==> config.mk <==
export PLATFORM = sky130hd
export DESIGN_NAME = nibble_serial_sub_flat
export DESIGN_NICKNAME = d
export VERILOG_FILES = /design/src/rtl/konix_arith_pkg.sv /design/src/rtl/nibble_serial_sub_if.sv /design/src/rtl/sub4_slice.sv /design/src/rtl/nibble_serial_sub.sv /design/src/flat_wrapper.sv
export SDC_FILE = /design/constraint.sdc
export NUM_CORES = 1
export LEC_CHECK = 0
export CAP_MARGIN = 20
export CORE_UTILIZATION = 56
export CTS_CLUSTER_DIAMETER = 30
export DETAILED_ROUTE_END_ITERATION = 10
export GPL_ROUTABILITY_DRIVEN = 1
export HOLD_SLACK_MARGIN = 0.1
export PLACE_DENSITY = 0.94
export SLEW_MARGIN = 20
export SYNTH_ARGS = -nofsm -noshare
export SYNTH_HDL_FRONTEND = slang
export SYNTH_HIERARCHICAL = 1
export SYNTH_SLANG_ARGS = --single-unit
==> constraint.sdc <==
create_clock -name CLK -period 2.4 [get_ports CLK]
set_input_delay 0.24 -clock CLK [delete_from_list [all_inputs] [get_ports CLK]]
set_output_delay 0.24 -clock CLK [all_outputs]
set_load 0.01 [all_outputs]
==> src/rtl/konix_arith_pkg.sv <==
// konix_arith_pkg
// Shared definitions for the nibble-serial arithmetic blocks.
//   NIB_W       : width of one processing slice (bits)
//   sub_state_t : control states of the serial subtractor
//   cnt_w()     : width of the nibble counter, never narrower than 1 bit
package konix_arith_pkg;

  localparam int NIB_W = 4;

  typedef enum logic [1:0] {
    IDLE = 2'd0,
    RUN  = 2'd1,
    FIN  = 2'd2
  } sub_state_t;

  function automatic int cnt_w(input int nib);
    return (nib < 2) ? 1 : $clog2(nib);
  endfunction

endpackage

==> src/rtl/nibble_serial_sub_if.sv <==
// nibble_serial_sub_if
// Start/done handshake and operand/result bus of the serial subtractor.
//   START, A, B, BI : request and operands (master -> slave)
//   BUSY, DONE      : operation in progress / one-cycle completion pulse
//   D, BO, Z        : registered difference, borrow out, zero flag
interface nibble_serial_sub_if
  import konix_arith_pkg::*;
#(
  parameter int NIB = 4
);

  localparam int DATA_W = NIB_W * NIB;

  logic              START;
  logic [DATA_W-1:0] A;
  logic [DATA_W-1:0] B;
  logic              BI;
  logic              BUSY;
  logic              DONE;
  logic [DATA_W-1:0] D;
  logic              BO;
  logic              Z;

  modport master (
    output START, A, B, BI,
    input  BUSY, DONE, D, BO, Z
  );

  modport slave (
    input  START, A, B, BI,
    output BUSY, DONE, D, BO, Z
  );

endinterface

==> src/rtl/sub4_slice.sv <==
// sub4_slice
// Combinational 4-bit subtract with borrow: {BO, D} = A - B - BI.
// Borrow-lookahead form, the mirror image of the 4-bit carry-lookahead adder:
//   generate  g[i] = ~A[i] & B[i]   (bit borrows regardless of incoming borrow)
//   propagate p[i] = ~(A[i] ^ B[i]) (bit passes an incoming borrow through)
//   A, B : nibble operands     BI : borrow in
//   D    : difference nibble   BO : borrow out
module sub4_slice
  import konix_arith_pkg::*;
(
  input  logic [NIB_W-1:0] A,
  input  logic [NIB_W-1:0] B,
  input  logic             BI,
  output logic [NIB_W-1:0] D,
  output logic             BO
);

  logic [NIB_W-1:0] g;
  logic [NIB_W-1:0] p;
  logic [NIB_W:0]   bw;

  assign g = ~A & B;
  assign p = ~(A ^ B);

  // All borrows computed in parallel from BI rather than rippling.
  assign bw[0] = BI;
  assign bw[1] = g[0] | (p[0] & BI);
  assign bw[2] = g[1] | (p[1] & g[0]) | (p[1] & p[0] & BI);
  assign bw[3] = g[2] | (p[2] & g[1]) | (p[2] & p[1] & g[0])
               | (p[2] & p[1] & p[0] & BI);
  assign bw[4] = g[3] | (p[3] & g[2]) | (p[3] & p[2] & g[1])
               | (p[3] & p[2] & p[1] & g[0]) | (p[3] & p[2] & p[1] & p[0] & BI);

  assign D  = A ^ B ^ bw[NIB_W-1:0];
  assign BO = bw[NIB_W];

endmodule

==> src/rtl/nibble_serial_sub.sv <==
// nibble_serial_sub
// Multi-cycle subtractor D = A - B - BI, one nibble per clock, LS nibble first.
//   CLK    : system clock, rising edge
//   RESETL : asynchronous active-low reset
//   bus    : slave side of nibble_serial_sub_if (START/A/B/BI in,
//            BUSY/DONE/D/BO/Z out)
// START is accepted in IDLE or FIN; the operation takes NIB RUN edges,
// then DONE pulses for one cycle with D/BO/Z updated on the same edge.
module nibble_serial_sub
  import konix_arith_pkg::*;
#(
  parameter int NIB = 4
) (
  input  logic                CLK,
  input  logic                RESETL,
  nibble_serial_sub_if.slave  bus
);

  localparam int DATA_W = NIB_W * NIB;
  localparam int CNT_W  = cnt_w(NIB);

  sub_state_t        state_q,  state_d;
  logic [CNT_W-1:0]  k_q,      k_d;
  logic [DATA_W-1:0] a_q,      a_d;
  logic [DATA_W-1:0] b_q,      b_d;
  logic              borrow_q, borrow_d;
  logic [DATA_W-1:0] res_q,    res_d;
  logic [DATA_W-1:0] d_q,      d_d;
  logic              bo_q,     bo_d;
  logic              z_q,      z_d;

  logic [NIB_W-1:0]  slice_d;
  logic              slice_bo;
  logic [DATA_W-1:0] res_shift;

  // The single slice always works on the low nibble of the shifting operands.
  sub4_slice u_slice (
    .A  (a_q[NIB_W-1:0]),
    .B  (b_q[NIB_W-1:0]),
    .BI (borrow_q),
    .D  (slice_d),
    .BO (slice_bo)
  );

  // New nibble enters at the top, so after NIB shifts nibble 0 sits in [3:0].
  generate
    if (NIB == 1) begin : g_single
      assign res_shift = slice_d;
    end else begin : g_multi
      assign res_shift = {slice_d, res_q[DATA_W-1:NIB_W]};
    end
  endgenerate

  always_comb begin
    state_d  = state_q;
    k_d      = k_q;
    a_d      = a_q;
    b_d      = b_q;
    borrow_d = borrow_q;
    res_d    = res_q;
    d_d      = d_q;
    bo_d     = bo_q;
    z_d      = z_q;
    unique case (state_q)
      IDLE, FIN: begin
        // FIN behaves as idle so ops can be issued back to back.
        state_d = IDLE;
        if (bus.START) begin
          state_d  = RUN;
          a_d      = bus.A;
          b_d      = bus.B;
          borrow_d = bus.BI;
          k_d      = '0;
        end
      end
      RUN: begin
        a_d      = a_q >> NIB_W;
        b_d      = b_q >> NIB_W;
        borrow_d = slice_bo;
        res_d    = res_shift;
        k_d      = k_q + CNT_W'(1);
        if (k_q == CNT_W'(NIB - 1)) begin
          state_d = FIN;
          k_d     = '0;
          d_d     = res_shift;
          bo_d    = slice_bo;
          z_d     = (res_shift == '0);
        end
      end
      default: state_d = IDLE;
    endcase
  end

  always_ff @(posedge CLK or negedge RESETL) begin
    if (!RESETL) begin
      state_q  <= IDLE;
      k_q      <= '0;
      a_q      <= '0;
      b_q      <= '0;
      borrow_q <= 1'b0;
      res_q    <= '0;
      d_q      <= '0;
      bo_q     <= 1'b0;
      z_q      <= 1'b0;
    end else begin
      state_q  <= state_d;
      k_q      <= k_d;
      a_q      <= a_d;
      b_q      <= b_d;
      borrow_q <= borrow_d;
      res_q    <= res_d;
      d_q      <= d_d;
      bo_q     <= bo_d;
      z_q      <= z_d;
    end
  end

  assign bus.BUSY = (state_q == RUN);
  assign bus.DONE = (state_q == FIN);
  assign bus.D    = d_q;
  assign bus.BO   = bo_q;
  assign bus.Z    = z_q;

endmodule

==> src/flat_wrapper.sv <==
// flat-port wrapper written by rule: the top's interface ports become plain ports
module nibble_serial_sub_flat import konix_arith_pkg::*;
#(
  parameter int NIB = 4
)
  (CLK, RESETL, bus_START, bus_A, bus_B, bus_BI, bus_BUSY, bus_DONE, bus_D, bus_BO, bus_Z);
  nibble_serial_sub_if #(.NIB(NIB)) bus_i ();
  input  logic CLK;
  input  logic RESETL;
  input wire logic [$bits(bus_i.START)-1:0] bus_START;
  input wire logic [$bits(bus_i.A)-1:0] bus_A;
  input wire logic [$bits(bus_i.B)-1:0] bus_B;
  input wire logic [$bits(bus_i.BI)-1:0] bus_BI;
  output wire logic [$bits(bus_i.BUSY)-1:0] bus_BUSY;
  output wire logic [$bits(bus_i.DONE)-1:0] bus_DONE;
  output wire logic [$bits(bus_i.D)-1:0] bus_D;
  output wire logic [$bits(bus_i.BO)-1:0] bus_BO;
  output wire logic [$bits(bus_i.Z)-1:0] bus_Z;
  assign bus_i.START = bus_START;
  assign bus_i.A = bus_A;
  assign bus_i.B = bus_B;
  assign bus_i.BI = bus_BI;
  assign bus_BUSY = bus_i.BUSY;
  assign bus_DONE = bus_i.DONE;
  assign bus_D = bus_i.D;
  assign bus_BO = bus_i.BO;
  assign bus_Z = bus_i.Z;
  nibble_serial_sub #(.NIB(NIB)) u_core (.CLK(CLK), .RESETL(RESETL), .bus(bus_i));
endmodule
# Word-level counts from Yosys, hierarchy flattened
# Index checks and enable logic that the tools add are counted.
[totals]
ff_bits = 71
input_bits = 36
[classes]
muxes = 12
reduce_logical = 6
addsub = 1
n_eq_ne = 5
bitwise = 31
[op_table]
columns = ["op", "n"]
rows = [
  ["case mux 16 bit (2 select lines)", 2],
  ["two-way mux 16 bit", 2],
  ["bitwise AND 1 bit", 16],
  ["logical NOT 16 bit", 1],
  ["bitwise OR 1 bit", 10],
  ["inverter 4 bit", 2],
  ["case mux 2 bit (2 select lines)", 2],
  ["XOR 4 bit", 2],
  ["two-way mux 2 bit", 3],
  ["bitwise AND 4 bit", 1],
  ["== test 2 bit, second input constant", 2],
  ["AND reduction 2 bit", 2],
  ["adder 2 x 1 -> 2 bit, second input constant", 1],
  ["== test 2 x 1 -> 1 bit, second input constant", 1],
  ["logical NOT 2 bit", 1],
  ["two-way mux 1 bit", 2],
  ["!= test 2 x 1 -> 1 bit, second input constant", 1],
  ["!= test 2 bit, second input constant", 1],
  ["case mux 1 bit (2 select lines)", 1],
  ["nonzero test 2 bit", 1],
  ["OR reduction 2 bit", 1],
]

# Depth between registers and ports, before layout
[depth]
word_depth = 8
mapped_depth = 8
depth_no_buf = 8

# Cells and area by module
# The synthesis kept the hierarchy.
[modules_own_cells]
columns = ["mod", "area_each_um2", "cells_each", "instances"]
rows = [
  ["nibble_serial_sub", 2869.0, 265, 1],
  ["sub4_slice", 196.4, 27, 1],
]

# Least setup slack after synthesis
# Ideal clock, no wire load.
[synth_path]
kind = "register -> register"
startpoint = "register u_core.a_q[0]"
endpoint = "register u_core.z_q (netlist: u_core/bus.Z)"
slack_ns = 0.781
arrival_time_ns = 1.536
setup_time_ns = 0.083
stages_incl_launch_ff = 9
n_path_buf = 0
required_ns = 2.317
cell_sequence = "dfrtp_1 -> inv_1 -> ha_1 -> a21o_1 -> a21oi_1 -> xor2_1 -> nor4_1 -> nand4_1 -> o21ai_0"
[synth_via]
elab_chain_len = 7
word_cells_on_any_way = 18
cone_classes = "bitwise: 17; reduce/logical: 1"
[synth_rtl]
columns = ["element", "line_no", "rtl"]
rows = [
  ["from (decl)", "nibble_serial_sub.sv:24", "logic [DATA_W-1:0] a_q, a_d;"],
  ["from (signal assigned)", "nibble_serial_sub.sv:98", "a_q <= '0;"],
  ["from (signal assigned)", "nibble_serial_sub.sv:108", "a_q <= a_d;"],
  ["inverter 4 bit or XOR 4 bit (tied branches)", "sub4_slice.sv:22, sub4_slice.sv:23", ""],
  ["bitwise AND 4 bit or inverter 4 bit (tied branches)", "sub4_slice.sv:22, sub4_slice.sv:23", ""],
  ["bitwise AND 1 bit", "sub4_slice.sv:28", "assign bw[2] = g[1] | (p[1] & g[0]) | (p[1] & p[0] & BI);"],
  ["bitwise OR 1 bit or bitwise AND 1 bit (tied branches)", "sub4_slice.sv:28", ""],
  ["bitwise OR 1 bit (*)", "sub4_slice.sv:28", ""],
  ["XOR 4 bit (*)", "sub4_slice.sv:34", "assign D = A ^ B ^ bw[NIB_W-1:0];"],
  ["named net u_core.slice_d[2]", "nibble_serial_sub.sv:32", "logic [NIB_W-1:0] slice_d;"],
  ["logical NOT 16 bit (*)", "nibble_serial_sub.sv:87", "z_d = (res_shift == '0);"],
  ["to (signal assigned)", "nibble_serial_sub.sv:114", "z_q <= z_d;"],
  ["to (decl)", "nibble_serial_sub.sv:30", "logic z_q, z_d;"],
]
# Mark *: on every way through the listed nets, which the timed path passes. The rest lies on a longest branch.
# A chain may end at the register's enable or synchronous reset.

# Worst setup path in the final report
# Ends and elaborated chain as after synthesis.

==> results.md <==
* Routed Antenna Nets at 0
* Row cnt at 26
* Max FO, Critical Path at 3
* Slew Limit Fails at 0
* Clk Latency, worst-skew pair at roughly 0.34 ns
* I/O Buffers at between 50 and 60
* Synth Flop Type: dfrtp_1
* Startpoint class of the critical path: register
* Area grow syn2layout at 24.53%
* Clock Power Share at between 10% and 20%
* Slew @ Worst Pin at approximately 0.58 ns
* Register area share after synthesis at 54.69%
* Fillers at 381
* Antenna diodes at 0
* Final hold vios at 0
* Unrepaired setup endpoints after global routing: false
* Seq cells post-synth at 67
* CTS tree: yes
* Area leader, netlist: dfrtp_1
* Design area at 3817 um^2
* Share of the synthesized area in the top cell type at about 55%
* Seq pwr share at 36.8%
* Yosys warns at 6
* Tmin final at between 1.5 and 2 ns
* Sw Share at a little under two fifths
* Placeable Area at around 5200 um^2
* Total die area at roughly 5800 um^2
* Cts bufs inserted at 9
* Post-Layout Cell Count at roughly 420
* Clk buf depth at 2
* Mapped Area at a little over 3000 um^2
* Pwr Density at about 1500 nW/um^2
* # setup viols final at 0
* Top area cells in the synthesized netlist: dfrtp_1, nand2_1, mux2_4
* Worst Setup End Kind: register
* Ys async rst share at 100.0%
* CP Data Required Time at 2.66 ns
* Cells after DPL at a little over 400
* Die Span X at 75.99 um
* Post-synth EDFFs at 0
* Routability-driven placement congestion ratio at ~0.81
* Logic pwr share at ~46%
* Pre-Repair DR Iteration Count at 4
* Vias at around 2.3k
* Met2 Wirelength at 3176 um
* Final worst path period share at just over 80%
* Clk sinks at 67
* Psw at 2.122 mW
* Post-Route WL at roughly 6300 um
* Setup TNS at 0 ns
* Hold Slack at ~0.36 ns
* Critical path type: register to register
* Clock transition at path regs at 0.07 ns
* WL met1 at approximately 2600 um
* Syn Nets at ~340
* Chip height at approximately 76 um
* Wire length on met3 at 316 um
* Placed Area at 3595 um^2
* Gr ovfl total at 0
* Netlist cell types at 27
* Syn avg cell area at ~10 um^2
* Initial DRC count at 200
* Initial antenna violation count at 0
* Overall power at roughly 5.6 mW
* First-pass GRT wire length at around 11,000 um
* H-tree depth at 3
* Total GRT Usage at between 20 and 25%
* Share of cells above drive strength 1 at roughly an eighth
* Remaining DRCs at 0
* Post-DP HPWL at roughly 4300 um
* # IOs at between 50 and 60
* Fmax at around 510 MHz
* Routed vias/inst at roughly 5.4
* Max VDD drop at 0.0006682 V
* Top Metal Used: met4
* Initial Util at roughly three fifths
* Largest net degree at the start of global routing at between 60 and 70
* Cells after synthesis at 292
* Hold Path Class: input port to async pin
* Final setup skew at 0.005925 ns
* Worst path arrival time at 2.24 ns
* Clock root cell: clkbuf_8
* Wire length per cell at about 15 um
* P_int at approximately 3.5 mW
* Max Cap Viol at 0
* Leak at between 1.5 and 2 nW
* Status: finished clean
* Via count of the first global-routing pass at 2,376
* Fin nets at 392
* Rel. slew slack at 61.59%
-- repair_timing --
item                                   CTS  global route
endpoints found under the hold margin   17             0
hold buffers                             1             0
gates resized for setup                  0             0
buffers inserted                         0             0
-- worst max-delay path, cell delays in order, from the launching register on --
cell and delay, ns:
dfrtp_1 0.41, inv_1 0.09, ha_1 0.31, a21o_1 0.19, a21oi_1 0.23, xor2_1 0.16
nor4_1 0.21, nand4_1 0.13, o21ai_0 0.16
-- layout by cell type, fill, tap and decap left out, types with 3 or more instances in the layout --
cell type	instances
clkdlybuf4s50_1	54
a21o_1	3
buf_4	7
a22o_1	9
nand2_1	87
nor4_1	4
mux2_4	17
dfrtp_1	67
inv_1	9
ha_1	6
a21oi_1	3
a31oi_1	25
nor2_1	26
clkbuf_8	13
o21ai_0	3
nor3_1	3
-- path summary, 6_finish.rpt --
| path | start | to | slack [ns] | cells after the start |
|---|---|---|---|---|
| setup reg to reg | u_core/a_q[0] | u_core/bus.Z | 0.42 | 8 |
| setup / recovery | u_core/a_q[0] | u_core/bus.Z | 0.42 | 8 |
| min in group CLK | bus_A[9] | u_core/a_q[9] | 0.45 | 3 |
| max in group asynchronous | RESETL | u_core/a_q[6] | 1.32 | 3 |
| hold reg to reg | u_core/bus.Z | u_core/bus.Z | 0.50 | 2 |
| hold / removal | RESETL | u_core/bus.D[11] | 0.36 | 2 |
-- Yosys cell counts, drive strengths merged, types with 2 or more instances --
cell type  number
a22o            9
a21oi           3
nand2          87
nor4            4
nor3            3
nand3b          2
nand2b          2
o21ai           3
xor2            2
a31oi          25
ha              6
inv             9
dfrtp          67
buf            17
a21o            3
mux2           17
nor2           27
-- metal layers --
metal  vias up  track usage (%)
li1       1087                -
met1      1089            29.80
met2        86            39.82
met3        22            5.030
met4         0            13.46
met5         -                0
-- sequential cells by signal, summed over array words and instances (netlist names) --
name / cells
u_core/res_q: 12
u_core/bus.Z: 1
u_core/k_q: 2
u_core/a_q: 16
u_core/borrow_q: 1
u_core/bus.BO: 1
u_core/bus.D: 16
u_core/state_q: 2
u_core/b_q: 16
-- per-stage QoR --
stage / util, % / setup WS [ns]
floorplan: - / 0.7814
global placement: 69.06 / 0.7255
detailed placement: 69.06 / 0.5298
CTS: 73.34 / 0.4173
global route: 73.34 / 0.3271
finish: 73.34 / 0.4212
-- power groups by stage --
stage	Combinational (mW)	Sequential, mW	Clock, mW
after floorplan	1.87	2.04	0
after global placement	2.43	2.04	0
after detailed placement	2.55	2.09	0
after CTS	2.58	2.08	1.01
after global routing	2.84	2.15	1.06
final	2.57	2.08	0.990
-- layout make-up --
class / instances / area, um^2 / area share (%)
inverters: 9 / 33.78 / 0.8850
well taps: 70 / 87.58 / 2.294
flip-flops and latches: 67 / 1677 / 43.92
clock inverters: 1 / 30.03 / 0.7866
repair buffers: 63 / 608.1 / 15.93
multi-input cells: 199 / 1199 / 31.40
clock buffers: 14 / 182.7 / 4.785
-- logic make-up after synthesis --
family | share of synthesized area, %
buffers and inverters | 6.367
adders and majority gates | 3.102
xor gates and xnor gates | 0.5715
DFF | 54.69
and+or+nand+nor | 17.26
muxes | 8.326
AOI/OAI and AO/OA | 9.673
Note: power is estimated with default switching activity, not from simulation.
